`src/rtl/cpu_pkg.sv`:
```
`default_nettype none
// ============================================================================
// Module  : cpu_pkg
// Purpose : Shared processor constants for the register file:
//           default data/address widths, reset values of r0/r1 and the
//           register-index type.
// Ports   : none (package)
// Rev     : 1.0 - initial release
// ============================================================================
package cpu_pkg;

  localparam int DATA_W_DEF = 8;
  localparam int ADDR_W_DEF = 3;

  localparam logic [DATA_W_DEF-1:0] RST_R0_DEF = 8'h04;
  localparam logic [DATA_W_DEF-1:0] RST_R1_DEF = 8'h03;

  typedef logic [ADDR_W_DEF-1:0] reg_idx_t;

endpackage
`default_nettype wire

```
`src/rtl/regfile_rdport.sv`:
```
`default_nettype none
// ============================================================================
// Module  : regfile_rdport
// Purpose : One registered read port of the register file, with
//           write-first bypass and scoreboard (pending) lookup.
// Ports   : clk, rst_n          - clock, async active-low reset
//           en, addr            - read request and target register
//           wr_en/wr_addr/wr_data - this cycle's write, for the bypass
//           regs, pend          - storage contents and scoreboard bits
//           data, valid, pend_o - registered read result
// Rev     : 1.0 - initial release
// ============================================================================
module regfile_rdport
  import cpu_pkg::*;
#(
  parameter int DATA_W = DATA_W_DEF,
  parameter int ADDR_W = ADDR_W_DEF,
  parameter int DEPTH  = 1 << ADDR_W
) (
  input  logic              clk,
  input  logic              rst_n,
  input  logic              en,
  input  logic [ADDR_W-1:0] addr,
  input  logic              wr_en,
  input  logic [ADDR_W-1:0] wr_addr,
  input  logic [DATA_W-1:0] wr_data,
  input  logic [DATA_W-1:0] regs [DEPTH],
  input  logic [DEPTH-1:0]  pend,
  output logic [DATA_W-1:0] data,
  output logic              valid,
  output logic              pend_o
);

  logic wr_hit;

  assign wr_hit = wr_en && (wr_addr == addr);

  always_ff @(posedge clk or negedge rst_n) begin
    if (!rst_n) begin
      data   <= '0;
      valid  <= 1'b0;
      pend_o <= 1'b0;
    end else begin
      valid <= en;
      // A same-cycle write both supplies the data and retires the
      // reservation; a same-cycle lock is deliberately not seen here.
      pend_o <= en && pend[addr] && !wr_hit;
      if (en) begin
        data <= wr_hit ? wr_data : regs[addr];
      end
    end
  end

endmodule
`default_nettype wire

```
`src/rtl/regfile_mp.sv`:
```
`default_nettype none
// ============================================================================
// Module  : regfile_mp
// Purpose : Multi-port register file: DEPTH x DATA_W storage, NUM_RD
//           registered read ports with write bypass, one write port and a
//           per-register pending scoreboard.
// Ports   : clk, rst_n                 - clock, async active-low reset
//           rd_en/rd_addr              - packed per-port read requests
//           rd_data/rd_valid/rd_pend   - packed per-port registered results
//           wr_en/wr_addr/wr_data      - write port (clears pending bit)
//           lock_en/lock_addr          - reserve a register (sets pending bit)
//           pend_vec                   - scoreboard state
// Rev     : 1.0 - initial release
// ============================================================================
module regfile_mp
  import cpu_pkg::*;
#(
  parameter int                 DATA_W = DATA_W_DEF,
  parameter int                 ADDR_W = ADDR_W_DEF,
  parameter int                 NUM_RD = 2,
  parameter logic [DATA_W-1:0]  RST_R0 = RST_R0_DEF,
  parameter logic [DATA_W-1:0]  RST_R1 = RST_R1_DEF
) (
  input  logic                     clk,
  input  logic                     rst_n,
  input  logic [NUM_RD-1:0]        rd_en,
  input  logic [NUM_RD*ADDR_W-1:0] rd_addr,
  output logic [NUM_RD*DATA_W-1:0] rd_data,
  output logic [NUM_RD-1:0]        rd_valid,
  output logic [NUM_RD-1:0]        rd_pend,
  input  logic                     wr_en,
  input  logic [ADDR_W-1:0]        wr_addr,
  input  logic [DATA_W-1:0]        wr_data,
  input  logic                     lock_en,
  input  logic [ADDR_W-1:0]        lock_addr,
  output logic [(1<<ADDR_W)-1:0]   pend_vec
);

  localparam int DEPTH = 1 << ADDR_W;

  logic [DATA_W-1:0] regs [DEPTH];
  logic [DEPTH-1:0]  wr_mask;
  logic [DEPTH-1:0]  lock_mask;

  always_comb begin
    wr_mask   = '0;
    lock_mask = '0;
    if (wr_en)   wr_mask[wr_addr]     = 1'b1;
    if (lock_en) lock_mask[lock_addr] = 1'b1;
  end

  // Storage: r0/r1 carry non-zero reset constants, no hardwired zero.
  always_ff @(posedge clk or negedge rst_n) begin
    if (!rst_n) begin
      regs[0] <= RST_R0;
      regs[1] <= RST_R1;
      for (int i = 2; i < DEPTH; i++) begin
        regs[i] <= '0;
      end
    end else if (wr_en) begin
      regs[wr_addr] <= wr_data;
    end
  end

  // Scoreboard: clear then set, so a same-cycle lock wins over the write.
  always_ff @(posedge clk or negedge rst_n) begin
    if (!rst_n) begin
      pend_vec <= '0;
    end else begin
      pend_vec <= (pend_vec & ~wr_mask) | lock_mask;
    end
  end

  generate
    for (genvar p = 0; p < NUM_RD; p++) begin : g_rdport
      regfile_rdport #(
        .DATA_W (DATA_W),
        .ADDR_W (ADDR_W),
        .DEPTH  (DEPTH)
      ) u_rdport (
        .clk     (clk),
        .rst_n   (rst_n),
        .en      (rd_en[p]),
        .addr    (rd_addr[p*ADDR_W +: ADDR_W]),
        .wr_en   (wr_en),
        .wr_addr (wr_addr),
        .wr_data (wr_data),
        .regs    (regs),
        .pend    (pend_vec),
        .data    (rd_data[p*DATA_W +: DATA_W]),
        .valid   (rd_valid[p]),
        .pend_o  (rd_pend[p])
      );
    end
  endgenerate

endmodule
`default_nettype wire

```
`config.mk`:
```
export PLATFORM = sky130hd
export DESIGN_NAME = regfile_mp
export DESIGN_NICKNAME = d
export VERILOG_FILES = /design/src/rtl/cpu_pkg.sv /design/src/rtl/regfile_rdport.sv /design/src/rtl/regfile_mp.sv
export SDC_FILE = /design/constraint.sdc
export NUM_CORES = 1
export LEC_CHECK = 0
export BUFFER_PORTS_ARGS = -buffer_cell sky130_fd_sc_hd__clkbuf_2
export CORE_MARGIN = 2
export CORE_UTILIZATION = 59
export CTS_CLUSTER_DIAMETER = 100
export DETAILED_ROUTE_END_ITERATION = 7
export PLACE_DENSITY = 0.86
export SYNTH_ARGS = -nofsm -noshare
export SYNTH_HDL_FRONTEND = slang
export SYNTH_SLANG_ARGS = --single-unit
```
`constraint.sdc`:
```
create_clock -name clk -period 1.5 [get_ports clk]
set_input_delay 0.225 -clock clk [delete_from_list [all_inputs] [get_ports clk]]
set_output_delay 0.225 -clock clk [all_outputs]
set_load 0.02 [all_outputs]
```
==> key figures <==
Clock network
  • Max clock buf depth: 2
  • Clk_lat worst skew: 0.36 ns
  • Htree depth: 3
  • TritonCTS Buffers: 9
  • Root buffer cell: clkbuf_8
  • TritonCTS clock tree: built
  • Clk sinks: 92
  • Reg clk slew, reported paths: 0.09 ns
  • Post-CTS Resized: 0

Floorplanning
  • Initial Util: between 60% and 70%
  • Placeable Area: 7770 µm²
  • Die Ht: 93.7 µm
  • # rows: 32
  • DIE AREA: 8780 µm²
  • I/O pin count: 54
  • Die W: 93.7 µm

Worst setup path
  • Crit path DAT: around 1.6 ns
  • FF-to-FF setup slack: roughly 0.16 ns
  • R2R Path End: g_rdport[0].u_rdport.data[5]$_DFFE_PN0P_
  • CP Class: reg2reg
  • R2R cell count: 3
  • CP max FO: 3
  • Crit path capture type: flip-flop
  • Worst Setup Start Kind: flip-flop
  • Worst Setup SP: regs[5]$_DFFE_PN0P_
  • Crit path required time: 1.73 ns
  • RR Startpoint: regs[5]$_DFFE_PN0P_

Drt
  • Initial DRC Count: 319
  • M1 WL: 4.61 mm
  • Metal3 WL: 1.04 mm
  • Antenna viol nets, final: 0
  • WL final: 11.8 mm
  • Routed wl met2: 5.80 mm
  • DR pass1 iterations: 5
  • DR top layer: met4
  • Drt via density: 6.40
  • WL per Instance: 21.9 µm
  • # DRC: 0
  • Via count: 3456

Place
  • Placer Congestion: 0.885
  • Placed insts: 523
  • # port buffers: 53
  • DP Wirelength: 8.18 mm

Min path
  • Hold endpoint: pend_vec[1]$_DFF_PN0_
  • Hold Crit Class: in2reg
  • Hold path cells: 2
  • Hold Startpoint: lock_addr[1]

Layout
  • Final design utilization: between 70% and 80%
  • Layout Cells excl Fill: 540
  • Layout fillers: 512
  • Layout area overhead: 17.1%
  • Total inserted antenna cells: 0
  • Share of cells above drive strength 1: between 40 and 50%
  • Layout Nets: 459

Power and ir drop
  • Cell Pwr Density: 1220 nW/µm²
  • Power Total: 6800 µW
  • VDD IR max: 628 µV
  • Leak pwr: 0.00251 µW

Timing
  • Final max-slew violation count: 0
  • Layout Skew: roughly 0.0067 ns
  • Worst slew pin tran: 0.474 ns
  • Fmax achieved: 744 MHz
  • RSZ-0062 raised after global routing: no
  • Slew HR: around two thirds
  • Final cycle utilization of the critical path: 89.7%
  • Endpoints failing setup: 0
  • Post-layout min period: 1.34 ns
  • Hold violation count in the final report: 0

Logic synthesis
  • Ys flop type: dfrtp_1
  • Synth area leader: dfrtp_1
  • Post-synth EDFFs: 0
  • Seq/Total Area, Yosys: 48.6%
  • Most instantiated library cell after synthesis: dfrtp_1
  • Mapped Avg Cell Area: between 10 and 15 µm²
  • Cell count after synthesis: 354
  • Fraction of registers with async set/reset: 100%
  • Yosys top cell area share: 46.9%
  • Synth top cells by count: dfrtp_1 (89), nand2_1 (41), mux4_2 (36), o21ai_0 (36), mux2_2 (32)
  • Total number of yosys warnings: 0
  • Post-synthesis register bit count: slightly above 90
  • Post-synth net total: 380
  • Post-Syn Area: 4750 µm²
  • Leading post-synthesis cells by cell area: dfrtp_1 (47%), mux4_2 (17%), mux2_2 (7.6%), mux2i_1 (3.8%), o21ai_0 (3.8%)
  • Netlist cell types: 27

Outcome
  • Status: finished, final reports clean

GRT
  • Initial antenna violation count: 0
  • Overall Global Routing Usage: 29.2%
  • Vias in the first global route: between 3000 and 4000
  • Largest net degree at the start of global routing: 38
  • First-pass GRT wire length: 19.0 mm
  • Grt ovf: 0

Run
  • Max Cap Violations: 0
per-stage QoR:
stage | TNS [ns] | hold WS (ns) | setup WS (ns) | instance area, µm²
final | 0 | 0.143 | 0.155 | 5560
after global routing | 0 | 0.126 | 0.0904 | 5560
after CTS | 0 | 0.119 | 0.169 | 5560
after detailed placement | -2.27 | 0.207 | -0.105 | 5360
after global placement | -1.39 | 0.203 | -0.0859 | 5360
after floorplan | 0 | -0.0706 | 0.0141 | 4750
worst max path at each step:
stage / endpoint / cells after the start
3_3_place_gp: regs[56]$_DFFE_PN0P_ / 6
5_1_grt: g_rdport[0].u_rdport.data[4]$_DFFE_PN0P_ / 3
4_1_cts: g_rdport[0].u_rdport.data[4]$_DFFE_PN0P_ / 3
6_report: g_rdport[0].u_rdport.data[5]$_DFFE_PN0P_ / 3
2_1_floorplan: g_rdport[1].u_rdport.data[0]$_DFFE_PN0P_ / 5
3_5_place_dp: regs[63]$_DFFE_PN0P_ / 6
where the power goes:
part	switching (µW)	total [µW]	internal, µW
clock network	859	1600	737
registers	388	3390	3000
logic	867	1820	948
total	2110	6800	4690
cell usage in the layout (no fill, tap or decap), types with 3 or more instances in the layout:
| master | synthesis | final |
|---|---|---|
| dfrtp_1 | 89 | 89 |
| clkbuf_2 | 0 | 52 |
| nand2_1 | 41 | 41 |
| o21ai_0 | 36 | 36 |
| mux4_2 | 36 | 36 |
| buf_4 | 8 | 34 |
| mux2_2 | 32 | 32 |
| nand2b_1 | 19 | 19 |
| mux2i_1 | 18 | 18 |
| o221ai_1 | 16 | 16 |
| inv_1 | 13 | 13 |
| clkbuf_8 | 0 | 12 |
| buf_12 | 0 | 7 |
| xor2_1 | 4 | 4 |
| nand4b_1 | 3 | 3 |
| dfstp_2 | 3 | 3 |
registers in the layout (all words and copies together), names as in the netlist:
signal                    cells
g_rdport.u_rdport.pend_o      2
g_rdport.u_rdport.valid       2
pend_vec                      8
regs                         64
g_rdport.u_rdport.data       16
critical path, cell delays in order, from the launching register on:
cell,delay (ns)
dfrtp_1,0.41
mux4_2,0.49
mux2i_1,0.17
o221ai_1,0.15
logic make-up after synthesis:
family | after synthesis | share of synthesized area [%]
flip-flops | 92 | 48.6
AND/OR/NAND/NOR | 73 | 8.41
buffers and inverters | 39 | 4.59
XOR/XNOR | 6 | 1.42
multiplexers | 86 | 28.5
AO/OA/AOI/OAI | 58 | 8.54
final cells by class:
| cell class | count | area (µm²) | area share [%] |
|---|---|---|---|
| well taps | 102 | 128 | 2.30 |
| repair buffers | 94 | 666 | 12.0 |
| flip-flops and latches | 92 | 2310 | 41.5 |
| inverters | 13 | 48.8 | 0.878 |
| clock buffers | 13 | 169 | 3.04 |
| multi-input cells | 223 | 2220 | 40.0 |
| clock inverters | 3 | 20.0 | 0.360 |
metal layers:
metal  GRT usage (%)  vias to the layer above
li1                -                     1473
met1            39.3                     1763
met2            46.7                      185
met3            5.38                       35
met4            13.3                        0
met5               0                        -
repair_timing:
item,in CTS,in global routing
setup buffers,0,0
hold endpoints to repair,27,0
hold buffers,1,0
(Power assumes the default switching activity.)
